<file path="src/rtl/inv_lerp_if.sv">
// Request/response bundle for inv_lerp: a valid/ready request carrying the endpoints and sample,
// and a valid/ready result carrying the ratio and status flags.
interface inv_lerp_if #(
  parameter int INPUT_BITS      = 16,
  parameter int RATIO_FRAC_BITS = 8
);
  logic                       in_valid;
  logic                       in_ready;
  logic [INPUT_BITS-1:0]      ina;
  logic [INPUT_BITS-1:0]      inb;
  logic [INPUT_BITS-1:0]      value;
  logic                       out_valid;
  logic                       out_ready;
  logic [RATIO_FRAC_BITS-1:0] ratio;
  logic                       sat;
  logic                       div_zero;

  modport master (
    output in_valid, ina, inb, value, out_ready,
    input  in_ready, out_valid, ratio, sat, div_zero
  );

  modport slave (
    input  in_valid, ina, inb, value, out_ready,
    output in_ready, out_valid, ratio, sat, div_zero
  );
endinterface

</file>
<file path="src/rtl/inv_lerp.sv">
// Inverse lerp: ratio = (value - inb) * 2^F / (ina - inb) via a restoring divider, one bit per clock.
// Optional macro INV_LERP_ROUND_EN adds a guard bit and rounds the quotient half-up.
module inv_lerp #(
  parameter int INPUT_BITS      = 16,
  parameter int RATIO_FRAC_BITS = 8
) (
  input  logic       clk,
  input  logic       reset,
  inv_lerp_if.slave  bus
);
  localparam int NW = INPUT_BITS + 1;
  localparam int F  = RATIO_FRAC_BITS;
`ifdef INV_LERP_ROUND_EN
  localparam int QW = F + 1;
`else
  localparam int QW = F;
`endif
  localparam int CW = (QW > 1) ? $clog2(QW) : 1;

  typedef enum logic [1:0] {IDLE, PREP, DIV, DONE} state_t;
  typedef enum logic [2:0] {CL_DZ, CL_ZERO, CL_OPP, CL_OVER, CL_DIV} cls_t;

  state_t state, state_nxt;
  logic   accept;
  logic   in_ready;
  logic   vld_p2;

  logic        [INPUT_BITS-1:0] ina_p0, inb_p0, value_p0;
  logic signed [NW-1:0]         num_p0, den_p0;
  logic        [NW-1:0]         num_mag, den_mag;
  cls_t                         cls;

  logic [NW-1:0] rem_p1, dvs_p1, trial, rem_nxt;
  logic          qbit;
  logic [QW-1:0] quo_p1, quo_nxt;
  logic [CW-1:0] cnt_p1;

  logic [F-1:0] ratio_p2;
  logic         sat_p2;
  logic         div_zero_p2;

  function automatic logic [NW-1:0] mag(input logic signed [NW-1:0] x);
    return x[NW-1] ? NW'(-x) : NW'(x);
  endfunction

  // Returns {sat, ratio} from the raw quotient.
  function automatic logic [F:0] finish_q(input logic [QW-1:0] q);
`ifdef INV_LERP_ROUND_EN
    if (&q) return {1'b1, {F{1'b1}}};
    return {1'b0, F'((q + QW'(1)) >> 1)};
`else
    return {1'b0, q};
`endif
  endfunction

  // Stage p0: signed deltas of the captured operands and special-case classification
  always_comb begin
    num_p0  = $signed({1'b0, value_p0}) - $signed({1'b0, inb_p0});
    den_p0  = $signed({1'b0, ina_p0})   - $signed({1'b0, inb_p0});
    num_mag = mag(num_p0);
    den_mag = mag(den_p0);
    if (den_p0 == '0)                         cls = CL_DZ;
    else if (num_p0 == '0)                    cls = CL_ZERO;
    else if (num_p0[NW-1] != den_p0[NW-1])    cls = CL_OPP;
    else if (num_mag >= den_mag)              cls = CL_OVER;
    else                                      cls = CL_DIV;
  end

  // Stage p1: restoring step; rem < dvs always holds, so the shift never overflows NW bits
  always_comb begin
    trial   = rem_p1 << 1;
    qbit    = (trial >= dvs_p1);
    rem_nxt = qbit ? (trial - dvs_p1) : trial;
    quo_nxt = (quo_p1 << 1) | QW'(qbit);
  end

  always_ff @(posedge clk or posedge reset) begin
    if (reset) state <= IDLE;
    else       state <= state_nxt;
  end

  always_comb begin
    state_nxt = state;
    case (state)
      IDLE: if (accept)              state_nxt = PREP;
      PREP: state_nxt = (cls == CL_DIV) ? DIV : DONE;
      DIV:  if (cnt_p1 == '0)        state_nxt = DONE;
      DONE: if (bus.out_ready)       state_nxt = IDLE;
      default:                       state_nxt = IDLE;
    endcase
  end

  always_comb begin
    in_ready = (state == IDLE);
    vld_p2   = (state == DONE);
    accept   = bus.in_valid && in_ready;
  end

  always_ff @(posedge clk) begin
    if (accept) begin
      ina_p0   <= bus.ina;
      inb_p0   <= bus.inb;
      value_p0 <= bus.value;
    end
    if (state == PREP) begin
      rem_p1 <= num_mag;
      dvs_p1 <= den_mag;
      quo_p1 <= '0;
    end else if (state == DIV) begin
      rem_p1 <= rem_nxt;
      quo_p1 <= quo_nxt;
    end
  end

  // Stage p2: result registers, held stable throughout DONE
  always_ff @(posedge clk or posedge reset) begin
    if (reset) begin
      ratio_p2    <= '0;
      sat_p2      <= 1'b0;
      div_zero_p2 <= 1'b0;
      cnt_p1      <= '0;
    end else begin
      case (state)
        IDLE: if (accept) begin
          ratio_p2    <= '0;
          sat_p2      <= 1'b0;
          div_zero_p2 <= 1'b0;
        end
        PREP: begin
          cnt_p1 <= CW'(QW - 1);
          case (cls)
            CL_DZ:   div_zero_p2 <= 1'b1;
            CL_OPP:  sat_p2      <= 1'b1;
            CL_OVER: begin
              ratio_p2 <= '1;
              sat_p2   <= 1'b1;
            end
            default: ;
          endcase
        end
        DIV: begin
          cnt_p1 <= cnt_p1 - CW'(1);
          if (cnt_p1 == '0) {sat_p2, ratio_p2} <= finish_q(quo_nxt);
        end
        default: ;
      endcase
    end
  end

  assign bus.in_ready  = in_ready;
  assign bus.out_valid = vld_p2;
  assign bus.ratio     = ratio_p2;
  assign bus.sat       = sat_p2;
  assign bus.div_zero  = div_zero_p2;
endmodule

</file>
<file path="src/flat_wrapper.sv">
// flat-port wrapper written by rule: the top's interface ports become plain ports
module inv_lerp_flat 
#(
  parameter int INPUT_BITS      = 16,
  parameter int RATIO_FRAC_BITS = 8
)
  (clk, reset, bus_in_valid, bus_ina, bus_inb, bus_value, bus_out_ready, bus_in_ready, bus_out_valid, bus_ratio, bus_sat, bus_div_zero);
  inv_lerp_if #(.INPUT_BITS(INPUT_BITS), .RATIO_FRAC_BITS(RATIO_FRAC_BITS)) bus_i ();
  input  logic clk;
  input  logic reset;
  input wire logic [$bits(bus_i.in_valid)-1:0] bus_in_valid;
  input wire logic [$bits(bus_i.ina)-1:0] bus_ina;
  input wire logic [$bits(bus_i.inb)-1:0] bus_inb;
  input wire logic [$bits(bus_i.value)-1:0] bus_value;
  input wire logic [$bits(bus_i.out_ready)-1:0] bus_out_ready;
  output wire logic [$bits(bus_i.in_ready)-1:0] bus_in_ready;
  output wire logic [$bits(bus_i.out_valid)-1:0] bus_out_valid;
  output wire logic [$bits(bus_i.ratio)-1:0] bus_ratio;
  output wire logic [$bits(bus_i.sat)-1:0] bus_sat;
  output wire logic [$bits(bus_i.div_zero)-1:0] bus_div_zero;
  assign bus_i.in_valid = bus_in_valid;
  assign bus_i.ina = bus_ina;
  assign bus_i.inb = bus_inb;
  assign bus_i.value = bus_value;
  assign bus_i.out_ready = bus_out_ready;
  assign bus_in_ready = bus_i.in_ready;
  assign bus_out_valid = bus_i.out_valid;
  assign bus_ratio = bus_i.ratio;
  assign bus_sat = bus_i.sat;
  assign bus_div_zero = bus_i.div_zero;
  inv_lerp #(.INPUT_BITS(INPUT_BITS), .RATIO_FRAC_BITS(RATIO_FRAC_BITS)) u_core (.clk(clk), .reset(reset), .bus(bus_i));
endmodule
</file>
<file path="config.mk">
export PLATFORM = sky130hd
export DESIGN_NAME = inv_lerp_flat
export DESIGN_NICKNAME = d
export VERILOG_FILES = /design/src/rtl/inv_lerp_if.sv /design/src/rtl/inv_lerp.sv /design/src/flat_wrapper.sv
export SDC_FILE = /design/constraint.sdc
export NUM_CORES = 1
export LEC_CHECK = 0
export CAP_MARGIN = 40
export CORE_ASPECT_RATIO = 1.75
export CORE_UTILIZATION = 55
export CTS_CLUSTER_SIZE = 8
export DETAILED_ROUTE_END_ITERATION = 16
export DONT_BUFFER_PORTS = 1
export GPL_TIMING_DRIVEN = 0
export PLACE_DENSITY_LB_ADDON = 0.3
export REMOVE_ABC_BUFFERS = 1
export SETUP_SLACK_MARGIN = 0.02
export SLEW_MARGIN = 5
export SYNTH_ARGS = -nofsm -noshare
export SYNTH_HDL_FRONTEND = slang
export SYNTH_SLANG_ARGS = --single-unit
export TNS_END_PERCENT = 5
</file>
<file path="constraint.sdc">
create_clock -name clk -period 6.2 [get_ports clk]
set_clock_uncertainty 0.1 [all_clocks]
set_input_delay 1.55 -clock clk [delete_from_list [all_inputs] [get_ports clk]]
set_output_delay 1.55 -clock clk [all_outputs]
set_load 0.05 [all_outputs]
</file>
# --- After elaboration in Yosys (flattened, before gate mapping) ---
# Index checks and enable logic that the tools add are counted.
totals:
  ram_bits: 0
  latch_bits: 0
  in_bits: 52
  mem_count: 0
  output_inout_bits: 12
  romBits: 0
  register_bits: 103
  elab_cells: 72
op_classes:
  shift: 0
  reduce_logical: 14
  eq_ne: 13
  n_mux: 25
  bitwise_logic: 1
  order_cmp: 2
  n_mul: 0
  n_addsub: 6
  n_div: 0
op_table:
  columns: ["cell", "n"]
  rows:
  - ["two-way mux 16 bit", 3]
  - [">= comparator 17 bit", 2]
  - ["logical NOT 17 bit", 2]
  - ["two-way mux 17 bit", 2]
  - ["negator 17 bit", 2]
  - ["subtractor 16 x 16 -> 17 bit", 2]
  - ["two-way mux 8 bit", 3]
  - ["one-hot mux 8 bit (3 select lines)", 1]
  - ["subtractor 16 bit", 1]
  - ["two-way mux 3 bit", 4]
  - ["inequality test 2 bit, second input constant", 4]
  - ["bitwise OR 8 x 1 -> 8 bit", 1]
  - ["one-hot mux 2 bit (4 select lines)", 1]
  - ["AND reduction 4 bit", 2]
  - ["equality test 3 x 2 -> 1 bit, second input constant", 2]
  - ["logical NOT 3 bit", 2]
  - ["two-way mux 2 bit", 3]
  - ["one-hot mux 3 bit (2 select lines)", 1]
  - ["AND reduction 3 bit", 2]
  - ["two-way mux 1 bit", 5]
  - ["equality test 2 bit, second input constant", 2]
  - ["inequality test 2 x 1 -> 1 bit, second input constant", 2]
  - ["nonzero test 2 bit", 2]
  - ["equality test 3 bit, second input constant", 1]
  - ["9 further kinds", 9]

# --- Logic depth before layout (Yosys ltp) ---
depth:
  word_depth: 12
  mapped_depth: 24
  mapped_depth_nobuf: 22

# --- Worst setup path before layout ---
# Ideal clock, no wire load.
synth_path:
  kind: "register -> register"
  from: "register u_core.inb_p0[0]"
  to: "register u_core.state[0]"
  slack_ns: 1.291
  stages_incl_launch_ff: 23
  t_arrival_ns: 4.680
  required_time_ns: 5.971
  setup_time_ns: 0.129
  path_buffers: 2
  period_less_slack_ns: 4.909
  cell_sequence: "edfxtp_1 > ha_1 > fa_1 > nor2b_1 > o31ai_1 > a21oi_1 > o41ai_1 > o21ai_0 > a31o_2 > clkbuf_1 > buf_2 > nor2_1 > xnor2_1 > inv_1 > ha_1 > o211ai_1 > nor2_1 > a211oi_1 > o21ai_0 > a221o_1 > a2111oi_0 > a21oi_1 > o41a_1"
synth_between:
  elab_chain_len: 11
  word_cells_on_any_way: 17
  cone_classes: "add/sub: 4; order compare: 1; eq/ne: 2; mux: 8; reduce/logical: 2"
synth_rtl:
  columns: ["item", "line", "text"]
  rows:
  - ["start, declared", "inv_lerp.sv:28", "logic [INPUT_BITS-1:0] ina_p0, inb_p0, value_p0;"]
  - ["start signal, assigned", "inv_lerp.sv:102", "inb_p0 <= bus.inb;"]
  - ["subtractor 16 x 16 -> 17 bit (*)", "inv_lerp.sv:59", "den_p0 = $signed({1'b0, ina_p0}) - $signed({1'b0, inb_p0});"]
  - ["negator 17 bit", "inv_lerp.sv:43", "return x[NW-1] ? NW'(-x) : NW'(x);"]
  - ["two-way mux 17 bit (*)", "inv_lerp.sv:43", null]
  - ["via u_core.den_mag[2]", "inv_lerp.sv:30", "logic [NW-1:0] num_mag, den_mag;"]
  - [">= comparator 17 bit (*)", "inv_lerp.sv:65", "else if (num_mag >= den_mag) cls = CL_OVER;"]
  - ["two-way mux 3 bit (*)", "inv_lerp.sv:65", null]
  - ["two-way mux 3 bit (*)", "inv_lerp.sv:64", "else if (num_p0[NW-1] != den_p0[NW-1]) cls = CL_OPP;"]
  - ["two-way mux 3 bit (*)", "inv_lerp.sv:63", "else if (num_p0 == '0) cls = CL_ZERO;"]
  - ["two-way mux 3 bit (*)", "inv_lerp.sv:62", "if (den_p0 == '0) cls = CL_DZ;"]
  - ["equality test 3 bit (*)", "inv_lerp.sv:86", "PREP: state_nxt = (cls == CL_DIV) ? DIV : DONE;"]
  - ["two-way mux 1 bit (*)", "inv_lerp.sv:86", null]
  - ["one-hot mux 2 bit (4 select lines) (*)", "inv_lerp.sv:84", "case (state)"]
  - ["end signal, assigned", "inv_lerp.sv:79", "else state <= state_nxt;"]
  - ["end, declared", "inv_lerp.sv:23", "state_t state, state_nxt;"]
# Mark *: on every way through the listed nets, which the timed path passes. The rest lies on a longest branch.
# A chain may end at the register's enable or synchronous reset.

# --- Final worst setup path ---
layout_path:
  from: "register u_core.inb_p0[1]"
  to: "register u_core.state[0]"
# The elaborated chain is that of the path after synthesis.

==> metrics <==
worst path required time 6350 ps; HPWL Detailed 13.0 mm; H-tree level count 3; Core ar. 0.0138 sq mm; startpoint type of the worst setup path flip-flop; Routed WL 16.5 mm; ys async rst share 14.6%; Hold Crit Start u_core.quo_p1[1]; CP max-delay cell nor4b_1; CTS tree done; gpl congestion 0.954; Routed Antenna Nets 0; IO Count between 60 and 70; distinct cell type count of the synthesized netlist 78; Critical path buffers and inverters 2; most used cell, CP a21oi_1; die height 159 um; R2R depth 18; final setup vio count 0; # rows 57; vias in the first global route approximately 6200; initial antenna violation count 0; largest family of logic cells by synthesized area compound AO/OA/AOI/OAI gates; Critical Path Start u_core.inb_p0[1]; dpl cells just under 1000; Area Growth Syn to Fin 6.52%; unrepaired setup endpoints after global routing false; post-synth top area share 31.4%; worst r2r src u_core.inb_p0[1]; Final Hold Vio Count 0; Period minus WS final approximately 5800 ps; Final nets 926; family with the most delay on the worst path compound AO/OA/AOI/OAI gates; multiplexer share of the synthesized area around 4.5%; min-delay worst type reg2reg; CP max FO 6; clk sinks 103; Worst Path Arrival roughly 6000 ps; sequential fraction of design power between 20 and 30%; Post-synth EDFFs 81; Main synth FF type edfxtp_1; first-pass GRT wire length 27.9 mm; Initial Utilization 55.9%; DRT iter0 DRCs 397; Avg Cell Area, Syn approximately 9.7 sq um; DR pass1 iterations 7; WL/cell approximately 17 um; largest net degree at the start of global routing 44; simple-gate portion of the synthesized area 13.8%; xor/xnor share of the synthesized area 6.00%; crit end category flip-flop; clk buf depth 2; Finished Layout Cells a little under 1000; Final Slew Violations 0; commonest cells in the netlist 81 x edfxtp_1, 81 x inv_1, 74 x ha_1; Max Cap Viol 0; Mapped Cells 801; Die Span X roughly 92 um; fin crit share ~93%; end of the worst hold path u_core.quo_p1[2]; total chip power 4890 uW; Synth Area in Adders 12.7%; CTS Buf Count 9; max incr delay on CP 880 ps; Area contributors post-synth edfxtp_1 31%, ha_1 12%, dfrtp_1 4.9%; mapped cell area 0.00774 sq mm; CTS clk-pin slew, worst paths 80 ps; Die ar. 0.0146 sq mm; Cell Chain, Critical Path inv_1, ha_1, nor2b_1, o31ai_4, a21oi_1, o21a_1, o211ai_1, nor4b_1, a21oi_1, xnor2_1, inv_1, ha_1, a21o_1, a21o_1, a221o_1, a2111oi_0, a21oi_1, o41a_1; leakage power 0.00344 uW; I/O Buffers 0; DR DRC count 0; Clock Latency Late Sink between 300 and 400 ps; IR drop worst, VDD between 0.0002 and 0.0003 V; Filler cells approximately 1200; switching power 2210 uW; Vias/cell 6.08; Compound-Gate Fraction of Synth Area about a fifth; FF-to-FF End u_core.state[0]; register area share after synthesis about two fifths; Worst Tran Pin Value 1010 ps; GRT Overall Usage 23.7%; dominant cell type by area after synthesis edfxtp_1; synthesized flop and latch total slightly above 100; hold path depth 2; yosys warns 0; grt ovf 0; power share of the combinational group 63.3%; via count 5949; Clock Power Share between 10% and 20%; Power Dens Cells a little under 600 mW/mm^2; Root Buffer clkbuf_16; Max Clk Rate 174 MHz; Setup CP Type reg2reg; Reg2Reg Setup Slack 450 ps; Setup Fix Bufs, Post-CTS 0; sw frac about 45%; Slew headroom 31.6%; status complete, no violations; layout cells sized above 1 under 10%; internal power 2680 uW; ANT cells 0
power by group through the flow:
stage | clock [uW] | combinational, uW | sequential, uW
finish | 566 | 3100 | 1230
global placement | 0 | 2900 | 1240
floorplan | 0 | 2400 | 1220
CTS | 577 | 3080 | 1230
global route | 604 | 3460 | 1250
detailed placement | 0 | 3050 | 1240
cell type report:
type,instances,area (sq um),area share (%)
Multi-Input combinational cell,596,4410,53.5
Clock buffer,9,225,2.73
Tap cell,177,221,2.69
Sequential cell,103,2950,35.8
Inverter,82,308,3.73
Clock inverter,7,73.8,0.896
Timing Repair Buffer,5,57.6,0.698
worst register-to-register path, delay by kind of cell (launching register included):
kind / cells / cell delay [ps]
AOI/OAI and AO/OA: 11 / 3090
and+or+nand+nor: 2 / 1040
adders and majority gates: 2 / 520
DFF: 1 / 460
xor gates and xnor gates: 1 / 250
buffers and inverters: 2 / 190
through the flow:
step / setup TNS (ps) / hold WS, ps / util [%] / setup WS (ps) / cell area [sq um]
floorplan: 0 / 361 / - / 1340 / 7650
global placement: -4.12 / 379 / 56.9 / -4.12 / 7880
detailed placement: 0 / 415 / 57.4 / 324 / 7940
CTS: 0 / 435 / 59.5 / 321 / 8230
global route: 0 / 454 / 59.6 / 58.0 / 8240
finish: 0 / 434 / 59.6 / 445 / 8240
flip-flops by register name (all words and copies together) (netlist names):
signal and count:
u_core.dvs_p1 17, u_core.ina_p0 16, u_core.inb_p0 16, u_core.rem_p1 16, u_core.value_p0 16, u_core.bus.ratio 8, u_core.quo_p1 7, u_core.cnt_p1 3
u_core.state 2, u_core.bus.div_zero 1, u_core.bus.sat 1
how the worst max path moves through the flow:
stage                                endpoint  slack (ps)  cells after the start
after floorplan               u_core.state[0]        1340                     20
after global placement        u_core.state[0]          -4                     21
after detailed placement      u_core.state[0]         320                     22
after CTS                     u_core.state[0]         320                     21
after global routing      u_core.bus.ratio[3]          60                     23
final                         u_core.state[0]         450                     18
cells in the final DEF (no fill, tap or decap), types with 4 or more instances in the layout:
master,n
o22a_1,4
dfxtp_1,7
mux2i_1,9
o31ai_1,4
xor2_1,26
edfxtp_1,81
o21ai_1,7
and3_1,10
o21a_1,10
nand2b_1,6
mux2_2,23
a211oi_1,8
nand3b_1,4
a21o_1,21
a31oi_1,8
or3_1,7
ha_1,74
nor3_1,12
dfrtp_1,15
nand4_1,9
a21boi_0,5
nand2_1,44
o21ai_0,31
o211ai_1,18
a21oi_1,51
xnor2_1,27
clkbuf_16,9
nor2_1,64
nor2b_1,15
inv_1,81
nand3_1,15
a22oi_1,7
and2_1,8
per-layer routing:
layer / part of all wire (%) / global-route usage [%] / vias up / wire (um)
met4: 4.5 / 13.2 / 0 / 748
met3: 2.3 / 2.97 / 53 / 384
li1: - / - / 2936 / -
met1: 38 / 23.7 / 2816 / 6310
met2: 55 / 45.9 / 144 / 9080
met5: 0 / 0 / - / 0
what timing repair did:
| action | in CTS | in global routing |
|---|---|---|
| resized for setup | 0 | 2 |
| hold buffers | 0 | 0 |
| setup endpoints to repair | 0 | 9 |
cell families (layout without fill, tap and decap cells):
family | Yosys count | after routing
AND/OR/NAND/NOR | 213 | 213
flip-flops | 103 | 103
buffers and inverters | 102 | 103
adder cells (fa/ha/maj) | 77 | 77
XOR/XNOR | 53 | 53
multiplexers | 32 | 32
AO/OA/AOI/OAI | 221 | 221
Power figures use the tool's default switching activity.
